<file path="src/rtl/hb_tx_scheduler.sv">
// Burst transmit scheduler: NUM_BURSTS windows of active-low tx enable, each followed by a
// hit-count report and an idle gap. Optional WAIT watchdog is built when HB_SCHED_WDOG_EN is defined.
module hb_tx_scheduler #(
   parameter int BURST_LEN   = 16,
   parameter int GAP_LEN     = 8,
   parameter int NUM_BURSTS  = 4,
   parameter int WDOG_CYCLES = 1024
) (
   input  logic        i_clk,
   input  logic        i_rst,
   input  logic        i_start,
   input  logic        i_abort,
   input  logic [27:0] i_hit_count,
   input  logic        i_hit_count_valid,
   output logic        o_tx_ena_n,
   output logic        o_busy,
   output logic        o_done,
   output logic [7:0]  o_burst_idx,
   output logic [31:0] o_total_hits,
   output logic        o_timeout
);

   typedef enum logic [2:0] {
      ST_IDLE = 3'd0,
      ST_TX   = 3'd1,
      ST_WAIT = 3'd2,
      ST_GAP  = 3'd3,
      ST_DONE = 3'd4
   } state_t;

   localparam int TG_MAX = (BURST_LEN > GAP_LEN) ? BURST_LEN : GAP_LEN;
`ifdef HB_SCHED_WDOG_EN
   localparam int CNT_MAX = (WDOG_CYCLES > TG_MAX) ? WDOG_CYCLES : TG_MAX;
`else
   localparam int CNT_MAX = TG_MAX;
`endif
   localparam int CNT_W = $clog2(CNT_MAX + 1);
   localparam logic [CNT_W-1:0] CNT_ZERO   = {CNT_W{1'b0}};
   localparam logic [CNT_W-1:0] CNT_ONE    = CNT_W'(1);
   localparam logic [CNT_W-1:0] TX_LAST    = CNT_W'(BURST_LEN - 1);
   localparam logic [CNT_W-1:0] GAP_LAST   = CNT_W'(GAP_LEN - 1);
   localparam logic [7:0]       BURST_LAST = 8'(NUM_BURSTS - 1);
`ifdef HB_SCHED_WDOG_EN
   localparam logic [CNT_W-1:0] WDOG_LAST  = CNT_W'(WDOG_CYCLES - 1);
`endif

   if ((BURST_LEN < 1) || (GAP_LEN < 1) || (NUM_BURSTS < 1) || (NUM_BURSTS > 255) ||
       (WDOG_CYCLES < 1)) begin : g_param_check
      $error("hb_tx_scheduler: parameter out of range");
   end

   // Accumulator never wraps: any carry out pins the total at all-ones.
   function automatic logic [31:0] sat_add(input logic [31:0] acc, input logic [27:0] inc);
      logic [32:0] sum_s;
      sum_s = {1'b0, acc} + {5'd0, inc};
      if (sum_s[32]) begin
         sat_add = 32'hFFFF_FFFF;
      end else begin
         sat_add = sum_s[31:0];
      end
   endfunction

   state_t           state_r, state_nx_s;
   logic [CNT_W-1:0] cnt_r, cnt_nx_s;
   logic [7:0]       idx_r, idx_nx_s;
   logic [31:0]      total_r, total_nx_s;
   logic             tx_ena_n_r, busy_r, done_r;
`ifdef HB_SCHED_WDOG_EN
   logic             timeout_r, timeout_nx_s;
`endif

   // Next-state, phase counter, burst index and hit accumulation
   always_comb begin
      state_nx_s = state_r;
      cnt_nx_s   = cnt_r;
      idx_nx_s   = idx_r;
      total_nx_s = total_r;
`ifdef HB_SCHED_WDOG_EN
      timeout_nx_s = timeout_r;
`endif
      case (state_r)
         ST_IDLE: begin
            if (i_start) begin
               state_nx_s = ST_TX;
               cnt_nx_s   = CNT_ZERO;
               idx_nx_s   = 8'd0;
               total_nx_s = 32'd0;
`ifdef HB_SCHED_WDOG_EN
               timeout_nx_s = 1'b0;
`endif
            end else begin
               state_nx_s = ST_IDLE;
            end
         end
         ST_TX: begin
            if (i_abort) begin
               state_nx_s = ST_DONE;
               cnt_nx_s   = CNT_ZERO;
            end else if (cnt_r == TX_LAST) begin
               state_nx_s = ST_WAIT;
               cnt_nx_s   = CNT_ZERO;
            end else begin
               cnt_nx_s = cnt_r + CNT_ONE;
            end
         end
         ST_WAIT: begin
            // abort outranks a report arriving in the same cycle
            if (i_abort) begin
               state_nx_s = ST_DONE;
               cnt_nx_s   = CNT_ZERO;
            end else if (i_hit_count_valid) begin
               total_nx_s = sat_add(total_r, i_hit_count);
               state_nx_s = ST_GAP;
               cnt_nx_s   = CNT_ZERO;
`ifdef HB_SCHED_WDOG_EN
            end else if (cnt_r == WDOG_LAST) begin
               timeout_nx_s = 1'b1;
               state_nx_s   = ST_GAP;
               cnt_nx_s     = CNT_ZERO;
            end else begin
               cnt_nx_s = cnt_r + CNT_ONE;
            end
`else
            end else begin
               state_nx_s = ST_WAIT;
            end
`endif
         end
         ST_GAP: begin
            if (i_abort) begin
               state_nx_s = ST_DONE;
               cnt_nx_s   = CNT_ZERO;
            end else if (cnt_r == GAP_LAST) begin
               cnt_nx_s = CNT_ZERO;
               if (idx_r == BURST_LAST) begin
                  state_nx_s = ST_DONE;
               end else begin
                  state_nx_s = ST_TX;
                  idx_nx_s   = idx_r + 8'd1;
               end
            end else begin
               cnt_nx_s = cnt_r + CNT_ONE;
            end
         end
         ST_DONE: begin
            state_nx_s = ST_IDLE;
         end
         default: begin
            state_nx_s = ST_IDLE;
            cnt_nx_s   = CNT_ZERO;
         end
      endcase
   end

   // State registers; outputs are decoded from the next state so they change with it
   always_ff @(posedge i_clk) begin
      if (i_rst) begin
         state_r    <= ST_IDLE;
         cnt_r      <= CNT_ZERO;
         idx_r      <= 8'd0;
         total_r    <= 32'd0;
         tx_ena_n_r <= 1'b1;
         busy_r     <= 1'b0;
         done_r     <= 1'b0;
`ifdef HB_SCHED_WDOG_EN
         timeout_r  <= 1'b0;
`endif
      end else begin
         state_r    <= state_nx_s;
         cnt_r      <= cnt_nx_s;
         idx_r      <= idx_nx_s;
         total_r    <= total_nx_s;
         tx_ena_n_r <= (state_nx_s != ST_TX);
         busy_r     <= (state_nx_s == ST_TX) || (state_nx_s == ST_WAIT) || (state_nx_s == ST_GAP);
         done_r     <= (state_nx_s == ST_DONE);
`ifdef HB_SCHED_WDOG_EN
         timeout_r  <= timeout_nx_s;
`endif
      end
   end

   assign o_tx_ena_n   = tx_ena_n_r;
   assign o_busy       = busy_r;
   assign o_done       = done_r;
   assign o_burst_idx  = idx_r;
   assign o_total_hits = total_r;
`ifdef HB_SCHED_WDOG_EN
   assign o_timeout    = timeout_r;
`else
   assign o_timeout    = 1'b0;
`endif

endmodule

</file>
<file path="config.mk">
export PLATFORM = sky130hd
export DESIGN_NAME = hb_tx_scheduler
export DESIGN_NICKNAME = d
export VERILOG_FILES = /design/src/rtl/hb_tx_scheduler.sv
export SDC_FILE = /design/constraint.sdc
export NUM_CORES = 1
export LEC_CHECK = 0
export BUFFER_PORTS_ARGS = -buffer_cell sky130_fd_sc_hd__clkbuf_2
export CAP_MARGIN = 20
export CORE_MARGIN = 5
export CORE_UTILIZATION = 40
export CTS_CLUSTER_SIZE = 28
export DETAILED_ROUTE_END_ITERATION = 12
export SYNTH_ARGS = -nofsm -noshare
export SYNTH_HDL_FRONTEND = slang
export SYNTH_SLANG_ARGS = --single-unit
</file>
<file path="constraint.sdc">
create_clock -name i_clk -period 4.1 [get_ports i_clk]
set_input_delay 1.23 -clock i_clk [delete_from_list [all_inputs] [get_ports i_clk]]
set_output_delay 1.23 -clock i_clk [all_outputs]
set_load 0.02 [all_outputs]
</file>
==> impl_metrics.tcl <==
set metrics [dict create \
    outcome "finished clean" \
    cp-end-kind "flop" \
    hold_depth 2 \
    crit_top_cell "a211oi_1" \
    netlist_area_mm2 0.003812 \
    diodes 0 \
    ctsHoldBuffers 0 \
    ys_ff_latch 51 \
    tightest_slew_ps 611.0 \
    route.detailed.drc 0 \
    cts_setup_buffers 0 \
    viasPerCell 5.481 \
    avgRoutedWirePerCell_um 14.43 \
    syn_inst 502 \
    min_to "o_total_hits[6]" \
    die-area_mm2 0.01158 \
    setup-tns-final_ps 0 \
    io_buffers 75 \
    cts_sinks 51 \
    grt_pass1_wl_mm 17.08 \
    dr_total_vias 3815 \
    rsz0062_at_grt "no" \
    worst_ep_required_time_ps 4310 \
    syn_area_per_cell_um2 7.594 \
    finalSetupViolCount 0 \
    rr_endpoint "o_total_hits[26]" \
    gr-total-overflow 0 \
    rrSetupSlack_ps 1180 \
    firstDrtPassIters 4 \
    yosys.area_share.simple 0.2268 \
    ys.flop_type "dfxtp_1" \
    synth_warnings 0 \
    clk_pin_slew_ps 110 \
    placed_area_mm2 0.004277 \
    cts_buffers 5 \
    seq_area_frac_synth 0.2678 \
    final_area_mm2 0.004368 \
    drive_gt1_frac 0.1905 \
    fmax_mhz 280.0 \
    synth_fa_ha_area_frac 0.1103 \
    fin_skew_ps 10.76 \
    hold_class "flop to flop" \
    start_util 0.4106 \
    ys_types 63 \
    place_hpwl_mm 7.712 \
    path_cells "clkbuf_2 -> ha_1 -> fa_1 -> a211oi_1 -> o211ai_1 -> a21o_1 -> o21bai_1 -> a21oi_1 -> a211oi_1 -> nor2_1 -> a2111oi_2" \
    grt_pass1_vias 3602 \
    design.core.area_mm2 0.009284 \
    crit_buf_inv 1 \
    r2r_cells 10 \
    synthXorXnorAreaFrac 0.05743 \
    chipWidth_um 107.6 \
    timing.max_cap.violations 0 \
    hold_violations 0 \
    cpPeakStageDelay_ps 430 \
    post_cts_resized 0 \
    synthArstFlopShare 0 \
    muxShareOfSynthArea 0.01346 \
    drt-initial-drc-count 140 \
    fillers 1005 \
    final_antenna_net_count 0 \
    fp.dieH_um 107.6 \
    critPathSlowestCell "fa_1" \
    synth_top_family_by_area "compound AO/OA/AOI/OAI gates" \
    post-route-min-period_ps 3571 \
    synth_edf_count 0 \
    areaGrowthSynthToFinish_pct 14.57 \
    cts-root-buf "clkbuf_8" \
    p_per_area_mw_per_mm2 215.3 \
    track_usage 0.1763 \
    slew_viol_final 0 \
    period_share 0.8710 \
    crit_type "primary input to flop" \
    drt_wl_total_mm 10.04 \
    clockBufferDepth 2 \
    r2r-start "o_total_hits[0]" \
    clock_latency_ps 320 \
    ir_worst_vdd_v 0.0001130 \
    leakage_uw 0.002024 \
    nNetsFinal 632 \
    gp_congestion 0.8692 \
    synth_nets 568 \
    crit_family "compound AO/OA/AOI/OAI gates" \
    antenna_found_initial 0 \
    relSlewSlack 0.5917 \
    critPathLaunchType "primary input" \
    hold_start "o_total_hits[6]" \
    arrival_ps 3790 \
    io_pins 77 \
    tritoncts "built" \
    rows 35 \
    cts_htree_levels 2 \
    critPathMaxFanout 3 \
    synth_compound_area_frac 0.2868 \
    grt_max_degree 27 \
]
## cells by family (layout without fill, tap and decap cells)
logic type / Yosys count / count (layout)
flops: 51 / 51
compound gates: 171 / 171
buf+inv: 31 / 96
simple gates: 185 / 185
other cells: 1 / 1
mux: 5 / 5
xor+xnor: 25 / 25
fa+ha+maj: 33 / 33
## flip-flops by register name (all words and copies together), names as in the netlist
register / cells
cnt_r: 5
state_r: 3
o_tx_ena_n: 1
o_total_hits: 32
o_done: 1
o_burst_idx: 8
o_busy: 1
## per-layer routing
metal	global-route usage	routed length, um	vias to the layer above
met1	0.2380	4713	1751
li1	-	-	1954
met5	0	0	-
met4	0.04689	136	0
met3	0.02519	507	16
met2	0.2935	4683	94
## cell type report
class | count | area (um^2) | area share
clock inverter | 3 | 22.52 | 0.005156
clock buffer | 5 | 68.82 | 0.01575
tap | 129 | 161.4 | 0.03695
multi-input combinational | 420 | 2655 | 0.6078
timing repair buffer | 79 | 405.4 | 0.09281
sequential | 51 | 1021 | 0.2337
inverter | 9 | 33.78 | 0.007734
## Yosys cell counts (3+ instances only)
master	instances	area share
o21a_1	6	0.012
a22oi_1	3	0.0059
nand2_1	84	0.083
nor2_1	38	0.037
dfxtp_1	51	0.27
xor2_1	14	0.032
nand3_1	10	0.013
mux2i_1	4	0.011
clkbuf_1	12	0.012
nor2b_1	9	0.015
inv_1	9	0.0089
a31oi_1	3	0.0049
a211oi_1	11	0.022
xnor2_1	11	0.025
nor3_1	7	0.0092
and3_1	6	0.0098
o211ai_1	7	0.014
buf_2	4	0.0053
or3_1	6	0.0098
a21oi_2	3	0.0069
a21o_1	12	0.024
nand4_1	11	0.018
clkbuf_2	3	0.0039
a21oi_1	47	0.062
ha_1	32	0.11
o21ai_0	51	0.067
## cells in the final DEF, fill, tap and decap left out, types with 3 or more instances in the layout
cell type,count
and3_1,6
ha_1,32
nor3_1,7
nand4_1,11
clkbuf_8,5
a21oi_1,47
nand3_1,10
a211oi_1,11
mux2i_1,4
a21oi_2,3
clkbuf_2,75
a21o_1,12
xnor2_1,11
o211ai_1,7
xor2_1,14
a31oi_1,3
dfxtp_1,51
inv_1,9
nand2_1,84
or3_1,6
o21a_1,6
buf_4,4
o21ai_0,51
a22oi_1,3
nor2b_1,8
nor2_1,38
## through the flow
step,setup slack [ps],hold slack [ps],std cells,utilization,power (uW)
finish,528.7,463.0,696,0.4705,940.3
detailed placement,262.0,452.5,688,0.4606,631.2
floorplan,647.8,482.8,502,-,592.2
CTS,582.9,467.8,696,0.4705,955.6
global placement,349.5,445.6,688,0.4606,631.7
global route,395.1,488.8,696,0.4705,986.8
## power breakdown
| group | internal [uW] | total, uW | switching, uW |
|---|---|---|---|
| combinational | 45.6 | 118 | 71.9 |
| clock | 124 | 321 | 196 |
| sequential | 498 | 502 | 3.72 |
| total | 668 | 940 | 272 |
## worst reg2reg max path: cells and delay by family (launching register included)
family | cells | cell delay (ps)
AOI/OAI and AO/OA | 7 | 1710
adders and majority gates | 2 | 650
DFF | 1 | 350
and+or+nand+nor | 1 | 110
## worst max-delay path by stage
stage	from	end	slack [ps]	cells past startpoint
floorplan	i_hit_count[0]	o_total_hits[30]	650	10
global placement	i_hit_count[0]	o_total_hits[29]	350	10
detailed placement	i_hit_count[0]	o_total_hits[26]	260	11
CTS	i_hit_count[0]	o_total_hits[26]	580	11
global route	i_hit_count[0]	o_total_hits[26]	400	11
finish	i_hit_count[0]	o_total_hits[26]	530	11
No activity file was read; power rests on OpenSTA's default activity.
